**src/rtl/ring_osc_meter.sv**
```systemverilog
// Ring oscillator measurement sequencer: enables the oscillator, waits a fixed
// warm-up, then counts synchronized osc_in rising edges over a gate window.
module ring_osc_meter #(
  parameter int unsigned GATE_BITS     = 16,
  parameter int unsigned COUNT_BITS    = 16,
  parameter int unsigned WARMUP_CYCLES = 16,
  parameter int unsigned SYNC_STAGES   = 2
) (
  input  logic                  clk,
  input  logic                  rst_n,
  input  logic                  start,
  input  logic                  abort,
  input  logic [GATE_BITS-1:0]  gate_len,
  input  logic                  osc_in,
  output logic                  osc_en,
  output logic                  busy,
  output logic                  done,
  output logic [COUNT_BITS-1:0] result,
  output logic                  result_valid,
  output logic                  overflow
);

  localparam int unsigned WARM_BITS = $clog2(WARMUP_CYCLES + 1);
  localparam logic [WARM_BITS-1:0] WARM_LOAD = WARM_BITS'(WARMUP_CYCLES - 1);

  typedef enum logic [1:0] {
    S_IDLE,
    S_WARMUP,
    S_MEASURE,
    S_DONE
  } state_t;

  state_t                 state_q, state_d;
  logic                   accept;
  logic [SYNC_STAGES-1:0] sync_q;
  logic                   prev_q;
  logic                   osc_rise;
  logic [WARM_BITS-1:0]   warm_cnt;
  logic [GATE_BITS-1:0]   gate_reg;
  logic [GATE_BITS-1:0]   gate_cnt;
  logic [COUNT_BITS-1:0]  count;
  logic                   ovf_flag;

  always_ff @(posedge clk or negedge rst_n) begin
    if (!rst_n) begin
      sync_q <= '0;
      prev_q <= 1'b0;
    end else begin
      sync_q <= {sync_q[SYNC_STAGES-2:0], osc_in};
      prev_q <= sync_q[SYNC_STAGES-1];
    end
  end

  assign osc_rise = sync_q[SYNC_STAGES-1] & ~prev_q;

  always_ff @(posedge clk or negedge rst_n) begin
    if (!rst_n) state_q <= S_IDLE;
    else        state_q <= state_d;
  end

  always_comb begin
    state_d = state_q;
    accept  = 1'b0;
    osc_en  = 1'b0;
    busy    = 1'b0;
    done    = 1'b0;
    case (state_q)
      S_IDLE: begin
        if (start && !abort) begin
          accept  = 1'b1;
          state_d = S_WARMUP;
        end
      end
      S_WARMUP: begin
        osc_en = 1'b1;
        busy   = 1'b1;
        if (abort)                state_d = S_IDLE;
        else if (warm_cnt == '0)  state_d = (gate_reg == '0) ? S_DONE : S_MEASURE;
      end
      S_MEASURE: begin
        osc_en = 1'b1;
        busy   = 1'b1;
        if (abort)                state_d = S_IDLE;
        else if (gate_cnt == '0)  state_d = S_DONE;
      end
      S_DONE: begin
        busy    = 1'b1;
        done    = ~abort;
        state_d = S_IDLE;
      end
      default: state_d = S_IDLE;
    endcase
  end

  always_ff @(posedge clk or negedge rst_n) begin
    if (!rst_n) begin
      warm_cnt     <= '0;
      gate_reg     <= '0;
      gate_cnt     <= '0;
      count        <= '0;
      ovf_flag     <= 1'b0;
      result       <= '0;
      result_valid <= 1'b0;
      overflow     <= 1'b0;
    end else begin
      case (state_q)
        S_IDLE: begin
          if (accept) begin
            gate_reg     <= gate_len;
            warm_cnt     <= WARM_LOAD;
            count        <= '0;
            ovf_flag     <= 1'b0;
            overflow     <= 1'b0;
            result_valid <= 1'b0;
          end
        end
        S_WARMUP: begin
          // gate_cnt is preloaded every warm-up cycle so MEASURE starts at gate_reg-1
          gate_cnt <= gate_reg - 1'b1;
          if (warm_cnt != '0) warm_cnt <= warm_cnt - 1'b1;
          if (abort) result_valid <= 1'b0;
        end
        S_MEASURE: begin
          if (abort) begin
            result_valid <= 1'b0;
          end else begin
            gate_cnt <= gate_cnt - 1'b1;
            if (osc_rise) begin
              if (count == '1) ovf_flag <= 1'b1;
              else             count    <= count + 1'b1;
            end
          end
        end
        S_DONE: begin
          if (abort) begin
            result_valid <= 1'b0;
          end else begin
            result       <= count;
            overflow     <= ovf_flag;
            result_valid <= 1'b1;
          end
        end
        default: ;
      endcase
    end
  end

endmodule

```
**config.mk**
```make
export PLATFORM = sky130hd
export DESIGN_NAME = ring_osc_meter
export DESIGN_NICKNAME = d
export VERILOG_FILES = /design/src/rtl/ring_osc_meter.sv
export SDC_FILE = /design/constraint.sdc
export NUM_CORES = 1
export LEC_CHECK = 0
export CORE_AREA = 2 2 68 134
export DETAILED_ROUTE_END_ITERATION = 6
export DIE_AREA = 0 0 70 136
export PLACE_DENSITY = 0.8
export RECOVER_POWER = 25
export SETUP_SLACK_MARGIN = 0.3
export SLEW_MARGIN = 0
export SYNTH_ARGS = -nofsm -noshare
export SYNTH_HDL_FRONTEND = slang
export SYNTH_SLANG_ARGS = --single-unit
```
**constraint.sdc**
```tcl
create_clock -name clk -period 2.9 [get_ports clk]
set_input_delay 0.435 -clock clk [delete_from_list [all_inputs] [get_ports clk]]
set_output_delay 0.435 -clock clk [all_outputs]
set_load 0.05 [all_outputs]
```
==> Word level (Yosys, flattened, before mapping) <==
Cells that the tools add are included.
Widths: inputs -> output; s select.
{ "totals": {"regBits": 77, "word_cells": 87, "input_bits": 21, "out_inout_bits": 21} }
{ "op_classes": {"n_bitwise": 3, "reduce_logical": 22, "add_sub_neg": 4, "n_mux": 32, "eq_ne": 15} }
{ "ops": {"columns": ["op", "count"], "rows": [
  ["$mux 16", 5],
  ["$pmux 16 s2", 2],
  ["$logic_not 16->1", 2],
  ["$sub 16x1->16 const B", 2],
  ["$add 16x1->16 const B", 1],
  ["$eq 16x16->1 const B", 1],
  ["$ne 2x2->1 const B", 8],
  ["$mux 1", 13],
  ["$mux 2", 5],
  ["$mux 5", 2],
  ["$pmux 5 s2", 1],
  ["$reduce_and 5->1", 2],
  ["$reduce_and 3->1", 3],
  ["$pmux 2 s4", 1],
  ["$reduce_and 2->1", 4],
  ["$reduce_bool 2->1", 4],
  ["$ne 3x3->1 const B", 2],
  ["$logic_not 5->1", 1],
  ["$reduce_bool 5->1", 1],
  ["$sub 5x1->5 const B", 1],
  ["$eq 2x2->1 const B", 2],
  ["$pmux 1 s2", 2],
  ["$pmux 1 s3", 1],
  ["$reduce_or 3->1", 1],
  ["8 further kinds", 9]
]} }

==> Longest topological paths before layout <==
{ "depth": {"depth_word": 6, "mapped_depth": 12, "depth_no_buf": 8} }

==> Least setup slack after synthesis <==
OpenSTA, ideal clock, no wires.
{ "synth_timing": {"kind": "register to register", "startpoint": "register state_q[0]", "endpoint": "register gate_cnt[8]", "path_stages_with_launch": 13, "path_buffers": 5, "t_arrival_ns": 2.929, "path_slack_ns": -0.123, "setup_ns": 0.094, "required_ns": 2.806, "synth_period_minus_slack_ns": 3.023, "path_cell_list": "dfrtp_1 -> inv_1 -> ha_1 -> buf_6 -> clkbuf_1 -> clkbuf_1 -> clkbuf_1 -> mux2i_1 -> ha_1 -> clkbuf_1 -> nand2_1 -> xor2_1 -> a211oi_1"} }
{ "synth_between": {"elab_chain_cells": 3, "word_cells_on_any_way": 6, "cone_classes": "eq/ne (3); mux (1); reduce/logical (2)"} }
{ "synth_rtl": {"columns": ["element", "line_no", "text"], "rows": [
  ["start, declared", "33", "state_t state_q, state_d;"],
  ["start signal, assigned", "58", "else state_q <= state_d;"],
  ["$eq 2x2->1 or $eq 2x1->1 (tied branches)", "106", "case (state_q)"],
  ["$ne 2x2->1 (no line) or $reduce_bool 2->1 (tied branches)", null, null],
  ["$reduce_and 2->1 (no line)", null, null],
  ["end signal, assigned", "119", "gate_cnt <= gate_reg - 1'b1;"],
  ["end signal, assigned", "127", "gate_cnt <= gate_cnt - 1'b1;"],
  ["end, declared", "40", "logic [GATE_BITS-1:0] gate_cnt;"]
]} }
Several ways; a longest one is shown, not always the timed one.
A chain may end at the register's enable or synchronous reset.

==> Final worst setup path <==
{ "layout_timing": {"startpoint": "register state_q[0]", "endpoint": "register gate_cnt[13]"} }
The elaborated chain is that of the path after synthesis.

==> impl_metrics.toml <==
[status]
outcome = "finished with violations"
violations = "capacitance limit, slew limit"

[critical_path]
ff2ff_path_depth = 9
reg2reg_slack_ns = 0.33
cp.arrival_ns = 2.82
cp.required_ns = 3.15
worstSetupStartpoint = "state_q[0]$_DFFE_PN0P_"
timing.rr.end = "gate_cnt[13]$_DFFE_PN0P_"
worstSetupPathType = "reg -> reg"
cp-start-kind = "register"
endpoint = "gate_cnt[13]$_DFFE_PN0P_"
reg2reg_from = "state_q[0]$_DFFE_PN0P_"
crit_fanout = 8
critPathCaptureType = "register"

[place]
dp_hpwl_mm = 8.09
gp_congestion = 0.926
place_inst = 588
place_area_um2 = 4850
port_buffers = 41
pre_cts_slack_ns = 0.128

[pwr]
power_density_nw_per_um2 = 959
ir_worst_vdd_mv = 0.787
power_leakage_nw = 2.29

[die]
num_io_pins = 42
start_util_pct = 50.1
die_x_um = 70
dieArea_um2 = 9520
num_rows = 48
coreArea_um2 = 8530
die_h_um = 136

[clock_network]
cts_tree = "built"
cts-root-buf = "clkbuf_16"
numCtsBuffers = 9
ctsHoldBuffers = 0
htreeDepth = 3
clk_latency_ns = 0.34
cts_sinks = 77
clockBufferDepth = 2
clk_pin_slew_worst_paths_ns = 0.06

[global_route]
track_usage_pct = 25.4
grt_remaining_overflow = 0
grt_start_max_net_pins = 78
grt_pass1_vias = 3908
antenna_found_initial = 0
grt_pass1_wl_mm = 18.8

[synthesis]
synthFlopType = "dfrtp_1"
postSynthCellCount = 448
synth_edf_count = 0
synthAdderAreaFrac_pct = 2.63
synthMuxAreaShare_pct = 6.88
synthDistinctLibCells = 69
synth_compound_area_share_pct = 12.8
synth_seq_cells = 77
synth_warnings = 0
synthesis.area_um2 = 4280
synth_top_family_by_area = "simple AND/OR/NAND/NOR gates"
synthArstFlopShare_pct = 100
synth-simple-area-share_pct = 23.5
synth_xor_area_share_pct = 6.14
syn_nets = 478
synth-seq-area-share_pct = 45.1
postSynthAreaPerCell_um2 = 9.55

[routing]
ant_nets = 0
drt_iter0_drc = 336
vias = 3758
viasPerCell = 6.11
drt_drc_violations_left = 0
wl_per_cell_um = 18.9
drt-total-wl_mm = 11.6
dr.pass1.iters = 5

[layout]
drive_above_1_share_pct = 15.1
num-nets-final = 540
diodes = 0
syn_to_final_growth_pct = 23.7
final_cells = 615
fin_area_um2 = 5290

[sta]
fin_ws_ns = 0.330
tightestPinTransition_ns = 1.92
drv_slew = 78
slew_headroom_pct = -28.3
hold_viol_final = 0
rsz0062_at_grt = "true"
worst_clock_skew_ns = 0.00632
fmax_mhz = 389
finalCritPeriodShare_pct = 88.6
tns_ns = 0
period_minus_slack_ns = 2.57
finalSetupViolCount = 0

[flow_run]
max_cap_violations = 1

[hold_path]
hp-class = "reg -> reg"
cell usage after synthesis (5+ instances only):
master	instances	area, µm²
nand3_1	15	75.1
o21ai_1	6	30.0
o211ai_1	6	45.0
clkbuf_1	12	45.0
a21oi_1	9	45.0
mux2_2	17	191
nand2_1	71	267
or3_1	7	43.8
xor2_1	20	175
mux2i_1	8	80.1
inv_1	12	45.0
ha_1	9	113
and3_1	9	56.3
or4_1	7	52.6
o21ai_0	17	85.1
nand2b_1	6	37.5
dfrtp_1	77	1930
xnor2_1	10	87.6
nor3_1	9	45.0
nor2_1	45	169
nand4_1	5	31.3
nor4b_1	5	43.8
through the flow:
step	utilization, %	hold WS (ns)	total power (W)
global route	62.0	0.352	0.00536
global placement	56.9	0.339	0.00366
CTS	60.9	0.296	0.00499
finish	62.0	0.348	0.00508
floorplan	-	0.139	0.00307
detailed placement	56.9	0.338	0.00371
kinds of logic after synthesis:
family | Yosys count
buffers and inverters | 30
muxes | 27
DFF | 77
xor gates and xnor gates | 30
adders and majority gates | 9
AOI/OAI and AO/OA | 74
and+or+nand+nor | 201
per-layer routing:
| layer | track usage [%] | vias up | share of wire, % |
|---|---|---|---|
| met5 | 0 | - | 0 |
| li1 | - | 1718 | - |
| met3 | 4.52 | 61 | 4.1 |
| met1 | 25.3 | 1841 | 34 |
| met2 | 46.5 | 138 | 55 |
| met4 | 17.8 | 0 | 6.5 |
cells in the final DEF (no fill, tap or decap), drive strengths merged, types with 9 or more instances in the layout:
cell type / n
ha: 9
a21oi: 9
buf: 28
nor2: 45
xnor2: 10
and3: 9
nand2: 71
xor2: 20
clkbuf: 14
nand3: 16
o21ai: 24
mux2: 19
nor3: 9
clkdlybuf4s50: 38
inv: 11
dfrtp: 77
worst max-delay path, cell delays in order, from the launching register on:
cell	delay, ns
dfrtp_1	0.43
inv_2	0.12
ha_4	0.19
buf_6	0.12
or4b_4	0.47
a222oi_1	0.39
buf_4	0.25
nand3_1	0.10
mux2i_1	0.16
a221oi_2	0.25
report_power, final:
| part | total, W | switching [W] | internal [W] |
|---|---|---|---|
| sequential | 0.00177 | 0.000391 | 0.00137 |
| clock | 0.00123 | 0.000430 | 0.000801 |
| combinational | 0.00208 | 0.00118 | 0.000902 |
worst min path at each step:
| stage | from | endpoint | slack, ns | cells past startpoint |
|---|---|---|---|---|
| 4_1_cts | rst_n | gate_cnt[2]$_DFFE_PN0P_ | 0.30 | 1 |
| 6_report | sync_q[0]$_DFF_PN0_ | sync_q[1]$_DFF_PN0_ | 0.35 | 0 |
| 2_1_floorplan | rst_n | count[0]$_DFFE_PN0P_ | 0.14 | 0 |
| 3_5_place_dp | sync_q[0]$_DFF_PN0_ | sync_q[1]$_DFF_PN0_ | 0.34 | 0 |
| 3_3_place_gp | sync_q[0]$_DFF_PN0_ | sync_q[1]$_DFF_PN0_ | 0.34 | 0 |
| 5_1_grt | sync_q[0]$_DFF_PN0_ | sync_q[1]$_DFF_PN0_ | 0.35 | 0 |
final cells by class:
cell class,instances,area [µm²]
Clock buffer,13,260
Clock inverter,3,67.6
Fill cell,721,3240
Inverter,13,52.6
Multi-Input combinational cell,341,2250
Sequential cell,77,1930
Tap cell,100,125
Timing Repair Buffer,68,611
repair_timing:
action / in CTS / in global routing
endpoints found under the setup margin: 23 / 7
cloned: 0 / 1
buffers inserted: 0 / 10
pin swaps: 0 / 3
gates resized for setup: 3 / 9
endpoints found under the hold margin: 0 / 0
Note: power is estimated with default switching activity, not from simulation.
